<file path="src/rtl/operand_fetch_if.sv">
// operand_fetch_if: instruction, register-file read, writeback and output bundle
// for operand_fetch; slave is the fetch stage's view, master the environment's.
interface operand_fetch_if #(
    parameter int OP_W = 4
);
    logic            in_valid;
    logic            in_ready;
    logic [OP_W-1:0] in_op;
    logic [1:0]      in_src0;
    logic [1:0]      in_src1;
    logic            in_src0_en;
    logic            in_src1_en;
    logic [1:0]      in_dst;
    logic            in_dst_en;

    logic [1:0]      rf_rd_sel_0;
    logic [1:0]      rf_rd_sel_1;
    logic            rf_rd_en_0;
    logic            rf_rd_en_1;
    logic [7:0]      rf_rd_data_0;
    logic [7:0]      rf_rd_data_1;

    logic            wb_en;
    logic [1:0]      wb_sel;

    logic            out_valid;
    logic            out_ready;
    logic [OP_W-1:0] out_op;
    logic [7:0]      out_opnd0;
    logic [7:0]      out_opnd1;
    logic [1:0]      out_dst;
    logic            out_dst_en;

    modport slave (
        input  in_valid, in_op, in_src0, in_src1, in_src0_en, in_src1_en,
               in_dst, in_dst_en,
        output in_ready,
        output rf_rd_sel_0, rf_rd_sel_1, rf_rd_en_0, rf_rd_en_1,
        input  rf_rd_data_0, rf_rd_data_1,
        input  wb_en, wb_sel,
        output out_valid, out_op, out_opnd0, out_opnd1, out_dst, out_dst_en,
        input  out_ready
    );

    modport master (
        output in_valid, in_op, in_src0, in_src1, in_src0_en, in_src1_en,
               in_dst, in_dst_en,
        input  in_ready,
        input  rf_rd_sel_0, rf_rd_sel_1, rf_rd_en_0, rf_rd_en_1,
        output rf_rd_data_0, rf_rd_data_1,
        output wb_en, wb_sel,
        input  out_valid, out_op, out_opnd0, out_opnd1, out_dst, out_dst_en,
        output out_ready
    );
endinterface

</file>
<file path="src/rtl/operand_fetch.sv">
// operand_fetch: register-file read front end presenting operands plus op tag.
// Define OPFETCH_SCOREBOARD_EN to add the pending-write RAW/WAW hazard stall.
module operand_fetch #(
    parameter int OP_W = 4
) (
    input logic            clk,
    input logic            reset,
    operand_fetch_if.slave bus
);
    logic            accept;
    logic            hz;
    logic            out_valid_q;
    logic            fresh;
    logic [OP_W-1:0] op_q;
    logic [1:0]      dst_q;
    logic            dst_en_q;
    logic [7:0]      opnd_q_0;
    logic [7:0]      opnd_q_1;

    assign bus.in_ready = (~out_valid_q | bus.out_ready) & ~hz;
    assign accept       = bus.in_valid & bus.in_ready;

    assign bus.rf_rd_en_0  = accept & bus.in_src0_en;
    assign bus.rf_rd_en_1  = accept & bus.in_src1_en;
    assign bus.rf_rd_sel_0 = bus.in_src0;
    assign bus.rf_rd_sel_1 = bus.in_src1;

`ifdef OPFETCH_SCOREBOARD_EN
    logic [3:0] pend;
    logic [3:0] wbclr;
    logic [3:0] set_mask;

    always_comb begin
        wbclr = '0;
        if (bus.wb_en)
            wbclr[bus.wb_sel] = 1'b1;
    end

    // A writeback landing this cycle already resolves the hazard it clears.
    always_comb begin
        hz = (bus.in_src0_en & pend[bus.in_src0] & ~wbclr[bus.in_src0])
           | (bus.in_src1_en & pend[bus.in_src1] & ~wbclr[bus.in_src1])
           | (bus.in_dst_en  & pend[bus.in_dst]  & ~wbclr[bus.in_dst]);
    end

    always_comb begin
        set_mask = '0;
        if (accept & bus.in_dst_en)
            set_mask[bus.in_dst] = 1'b1;
    end

    always_ff @(posedge clk or posedge reset) begin
        if (reset)
            pend <= '0;
        else
            pend <= (pend & ~wbclr) | set_mask;
    end
`else
    logic unused_wb;

    assign hz        = 1'b0;
    assign unused_wb = ^{bus.wb_en, bus.wb_sel};
`endif

    always_ff @(posedge clk or posedge reset) begin
        if (reset) begin
            out_valid_q <= 1'b0;
            fresh       <= 1'b0;
            op_q        <= '0;
            dst_q       <= '0;
            dst_en_q    <= 1'b0;
            opnd_q_0    <= '0;
            opnd_q_1    <= '0;
        end else begin
            fresh <= accept;
            if (accept) begin
                out_valid_q <= 1'b1;
                op_q        <= bus.in_op;
                dst_q       <= bus.in_dst;
                dst_en_q    <= bus.in_dst_en;
            end else if (bus.out_ready) begin
                out_valid_q <= 1'b0;
            end
            // Register file drops its data after one cycle; hold it for stalls.
            if (fresh) begin
                opnd_q_0 <= bus.rf_rd_data_0;
                opnd_q_1 <= bus.rf_rd_data_1;
            end
        end
    end

    assign bus.out_valid  = out_valid_q;
    assign bus.out_op     = op_q;
    assign bus.out_dst    = dst_q;
    assign bus.out_dst_en = dst_en_q;
    assign bus.out_opnd0  = fresh ? bus.rf_rd_data_0 : opnd_q_0;
    assign bus.out_opnd1  = fresh ? bus.rf_rd_data_1 : opnd_q_1;
endmodule

</file>
<file path="src/flat_wrapper.sv">
// flat-port wrapper written by rule: the top's interface ports become plain ports
module operand_fetch_flat 
#(
    parameter int OP_W = 4
)
  (clk, reset, bus_in_valid, bus_in_op, bus_in_src0, bus_in_src1, bus_in_src0_en, bus_in_src1_en, bus_in_dst, bus_in_dst_en, bus_in_ready, bus_rf_rd_sel_0, bus_rf_rd_sel_1, bus_rf_rd_en_0, bus_rf_rd_en_1, bus_rf_rd_data_0, bus_rf_rd_data_1, bus_wb_en, bus_wb_sel, bus_out_valid, bus_out_op, bus_out_opnd0, bus_out_opnd1, bus_out_dst, bus_out_dst_en, bus_out_ready);
  operand_fetch_if #(.OP_W(OP_W)) bus_i ();
  input logic clk;
  input logic reset;
  input wire logic [$bits(bus_i.in_valid)-1:0] bus_in_valid;
  input wire logic [$bits(bus_i.in_op)-1:0] bus_in_op;
  input wire logic [$bits(bus_i.in_src0)-1:0] bus_in_src0;
  input wire logic [$bits(bus_i.in_src1)-1:0] bus_in_src1;
  input wire logic [$bits(bus_i.in_src0_en)-1:0] bus_in_src0_en;
  input wire logic [$bits(bus_i.in_src1_en)-1:0] bus_in_src1_en;
  input wire logic [$bits(bus_i.in_dst)-1:0] bus_in_dst;
  input wire logic [$bits(bus_i.in_dst_en)-1:0] bus_in_dst_en;
  output wire logic [$bits(bus_i.in_ready)-1:0] bus_in_ready;
  output wire logic [$bits(bus_i.rf_rd_sel_0)-1:0] bus_rf_rd_sel_0;
  output wire logic [$bits(bus_i.rf_rd_sel_1)-1:0] bus_rf_rd_sel_1;
  output wire logic [$bits(bus_i.rf_rd_en_0)-1:0] bus_rf_rd_en_0;
  output wire logic [$bits(bus_i.rf_rd_en_1)-1:0] bus_rf_rd_en_1;
  input wire logic [$bits(bus_i.rf_rd_data_0)-1:0] bus_rf_rd_data_0;
  input wire logic [$bits(bus_i.rf_rd_data_1)-1:0] bus_rf_rd_data_1;
  input wire logic [$bits(bus_i.wb_en)-1:0] bus_wb_en;
  input wire logic [$bits(bus_i.wb_sel)-1:0] bus_wb_sel;
  output wire logic [$bits(bus_i.out_valid)-1:0] bus_out_valid;
  output wire logic [$bits(bus_i.out_op)-1:0] bus_out_op;
  output wire logic [$bits(bus_i.out_opnd0)-1:0] bus_out_opnd0;
  output wire logic [$bits(bus_i.out_opnd1)-1:0] bus_out_opnd1;
  output wire logic [$bits(bus_i.out_dst)-1:0] bus_out_dst;
  output wire logic [$bits(bus_i.out_dst_en)-1:0] bus_out_dst_en;
  input wire logic [$bits(bus_i.out_ready)-1:0] bus_out_ready;
  assign bus_i.in_valid = bus_in_valid;
  assign bus_i.in_op = bus_in_op;
  assign bus_i.in_src0 = bus_in_src0;
  assign bus_i.in_src1 = bus_in_src1;
  assign bus_i.in_src0_en = bus_in_src0_en;
  assign bus_i.in_src1_en = bus_in_src1_en;
  assign bus_i.in_dst = bus_in_dst;
  assign bus_i.in_dst_en = bus_in_dst_en;
  assign bus_in_ready = bus_i.in_ready;
  assign bus_rf_rd_sel_0 = bus_i.rf_rd_sel_0;
  assign bus_rf_rd_sel_1 = bus_i.rf_rd_sel_1;
  assign bus_rf_rd_en_0 = bus_i.rf_rd_en_0;
  assign bus_rf_rd_en_1 = bus_i.rf_rd_en_1;
  assign bus_i.rf_rd_data_0 = bus_rf_rd_data_0;
  assign bus_i.rf_rd_data_1 = bus_rf_rd_data_1;
  assign bus_i.wb_en = bus_wb_en;
  assign bus_i.wb_sel = bus_wb_sel;
  assign bus_out_valid = bus_i.out_valid;
  assign bus_out_op = bus_i.out_op;
  assign bus_out_opnd0 = bus_i.out_opnd0;
  assign bus_out_opnd1 = bus_i.out_opnd1;
  assign bus_out_dst = bus_i.out_dst;
  assign bus_out_dst_en = bus_i.out_dst_en;
  assign bus_i.out_ready = bus_out_ready;
  operand_fetch #(.OP_W(OP_W)) u_core (.clk(clk), .reset(reset), .bus(bus_i));
endmodule
</file>
<file path="config.mk">
export PLATFORM = sky130hd
export DESIGN_NAME = operand_fetch_flat
export DESIGN_NICKNAME = d
export VERILOG_FILES = /design/src/rtl/operand_fetch_if.sv /design/src/rtl/operand_fetch.sv /design/src/flat_wrapper.sv
export SDC_FILE = /design/constraint.sdc
export NUM_CORES = 1
export LEC_CHECK = 0
export ABC_AREA = 1
export BUFFER_PORTS_ARGS = -buffer_cell sky130_fd_sc_hd__buf_4
export CORE_MARGIN = 3
export CORE_UTILIZATION = 45
export CTS_CLUSTER_SIZE = 20
export DETAILED_ROUTE_END_ITERATION = 16
export PLACE_DENSITY = 0.89
export SYNTH_ARGS = -nofsm -noshare
export SYNTH_HDL_FRONTEND = slang
export SYNTH_SLANG_ARGS = --single-unit
export TNS_END_PERCENT = 10
</file>
<file path="constraint.sdc">
create_clock -name clk -period 1.8 [get_ports clk]
set_input_delay 0.27 -clock clk [delete_from_list [all_inputs] [get_ports clk]]
set_output_delay 0.27 -clock clk [all_outputs]
set_load 0.02 [all_outputs]
</file>
==> key figures <==
Global route
  • Initial antenna violation count: 0
  • First-pass GRT wire length: 2960 µm
  • Total global-route track usage: 0.141
  • Pin count of the biggest net entering global routing: 33
  • Vias in the first global route: 730
  • Overflow after GRT: 0

Power
  • Pwr dens: 874 nW/µm²
  • Comb pwr share: 0.317
  • Peak supply drop: 0.000520 V
  • Clk pwr share: 0.174
  • P_int: 0.902 mW
  • Leak: 0.828 nW
  • Power Total: 1.31 mW
  • Sequential Power Share: 0.510
  • Net Sw Frac: 0.312
  • Switch Pwr: 0.409 mW

Layout
  • Most frequent cells in the layout: buf_4 (57), dfrtp_1 (25), inv_1 (21), nand2_1 (19), o21ai_0 (16)
  • Reg area: 626 µm²
  • Share of cells above drive strength 1: 0.458
  • Area of the multi-input gates: 297 µm²
  • Layout Nets: 203
  • N_diodes: 0
  • Filler Cells Inserted: 181
  • Commonest non-fill, non-tap cell in the layout: buf_4
  • Area grow syn2layout: 39.7%

Worst setup path
  • WS Path Type: register to primary output
  • Crit path capture: bus_out_opnd1[5]
  • R2R Path End: u_core.opnd_q_1[5]
  • Worst reg-to-reg path cell count: 2
  • CP endpoint kind: primary output
  • Worst EP arrival: 1.39 ns
  • CP Data Required Time: 1.53 ns
  • Critical R2R Launch: u_core.fresh
  • Crit path from: u_core.fresh
  • Largest fanout on the critical path: 32
  • R2R Setup Slk: 0.80 ns
  • Startpoint types: register

Placed design
  • Port Buffers: 55
  • Dpl hpwl: 1670 µm
  • Final RePlAce weighted congestion: 0.664

Die
  • I/O Pins: 67
  • Die Wd: 54.8 µm
  • Std cell rows: 17
  • Core ar.: 2230 µm²
  • Die Y: 54.8 µm
  • Starting density of the core: 0.481
  • Die area: 3010 µm²

Synth
  • Post-synthesis sequential area ratio: 0.583
  • Post-Syn Area: 1070 µm²
  • Synthesized Nets: 149
  • Yosys warnings: 0
  • Mapped Cells: 113
  • Share of the synthesized area in the top cell type: 0.583
  • Cell type with the largest total area after synthesis: dfrtp_1
  • Synth area leaders: dfrtp_1 (58%), o21ai_0 (7.5%), inv_1 (7.3%)
  • #FFs+latches synth: 25
  • Yosys cell types: 12
  • Avg Cell Area, Syn: 9.50 µm²

Timing
  • Fmax achieved: 0.601 GHz
  • Clk_skew: 0.00236 ns
  • Setup violators final: 0
  • Hold Vio Cnt, Final: 0
  • Fin crit share: 0.924
  • Unrepaired setup endpoints after global routing: no
  • Worst-margin pin slew: 0.298 ns
  • Setup TNS: 0 ns
  • Number of slew-limit violations in the final report: 0
  • Fin crit period: 1.66 ns
  • Rel. slew slack: 0.802

Detailed routing
  • Post-route antenna net violation count: 0
  • Via Count: 869
  • DRC violations left: 0
  • Iteration-0 DRC count of the detailed router: 5
  • Final Routed Wirelength: 2120 µm
  • Vias per inst: 4.48
  • Iteration count of the initial detailed-routing pass: 2
  • Drt wl/cell: 10.9 µm

Clocking
  • Clock-pin slew on the worst setup and hold paths: 0.12 ns
  • Post-CTS Hold Buffers: 1
  • CTS H-tree lvls: 1
  • Clk sinks: 25
  • CTS tree: yes
  • Clock Root Buffer: clkbuf_4
  • Post-CTS Setup Repair Bufs: 0
  • Worst-Skew Late Latency: 0.30 ns
  • Post_cts resized: 0
  • Clock tree buffer depth: 2
  • Clock buffer count from CTS: 3

Worst hold path
  • Worst hold stages: 3
  • HP Class: input pin to register

Status
  • Outcome: completed

Flow run
  • Max-cap viol count: 0
## through the flow
stage          hold WS, ns  cell area, µm²  utilization  setup slack, ns  cells
2_1_floorplan        0.297            1070            -            0.444    113
3_3_place_gp         0.336            1460        0.655            0.530    189
3_5_place_dp         0.345            1460        0.655            0.466    189
4_1_cts              0.192            1500        0.672            0.108    194
5_1_grt              0.185            1500        0.672           0.0193    194
6_report             0.207            1500        0.672            0.137    194
## worst min path at each step
stage | startpoint | to | slack [ns]
4_1_cts | bus_in_op[1] | u_core.bus.out_op[1] | 0.19
3_3_place_gp | reset | u_core.bus.out_dst[0] | 0.34
5_1_grt | bus_in_op[3] | u_core.bus.out_op[3] | 0.19
2_1_floorplan | reset | u_core.bus.out_dst[0] | 0.30
6_report | bus_in_op[1] | u_core.bus.out_op[1] | 0.21
3_5_place_dp | reset | u_core.bus.out_op[1] | 0.34
## cells by family after synthesis
| kind of cell | synth area share |
|---|---|
| and+or+nand+nor | 0.202 |
| DFF | 0.583 |
| AOI/OAI and AO/OA | 0.0746 |
| buffers and inverters | 0.141 |
## cell type report
cell class,count,area share
clock buffer,4,0.0175
timing repair buffer,58,0.292
inverter,21,0.0525
sequential,25,0.417
multi-input combinational,58,0.198
tap,28,0.0234
## synth_stat cells (all sizes together)
library cell  count
inv              21
clkbuf            1
buf               8
dfrtp            25
nand2            33
o21ai            16
nand3             7
nor2              2
## flip-flops by register name (all words and copies together), names as in the netlist
register and count:
u_core.bus.out_valid 1, u_core.fresh 1, u_core.bus.out_op 4, u_core.bus.out_dst 2, u_core.bus.out_dst_en 1, u_core.opnd_q_1 8, u_core.opnd_q_0 8
## per-layer routing
metal	up-vias	share of wire	global-route usage
li1	440	-	-
met3	0	0.13	0.0354
met1	386	0.39	0.144
met5	-	0	0
met2	43	0.48	0.264
met4	0	0	0.0622
## worst max-delay path: stages, from the launching register on
cell     delay (ns)
dfrtp_1        0.38
buf_4          0.21
o21ai_0        0.29
buf_4          0.20
## power groups by stage
stage | clock network [mW] | logic (mW) | registers (mW)
finish | 0.228 | 0.415 | 0.668
CTS | 0.247 | 0.421 | 0.669
floorplan | 0 | 0.215 | 0.705
detailed placement | 0 | 0.419 | 0.680
global placement | 0 | 0.409 | 0.676
global route | 0.273 | 0.454 | 0.675
Power figures use the tool's default switching activity.
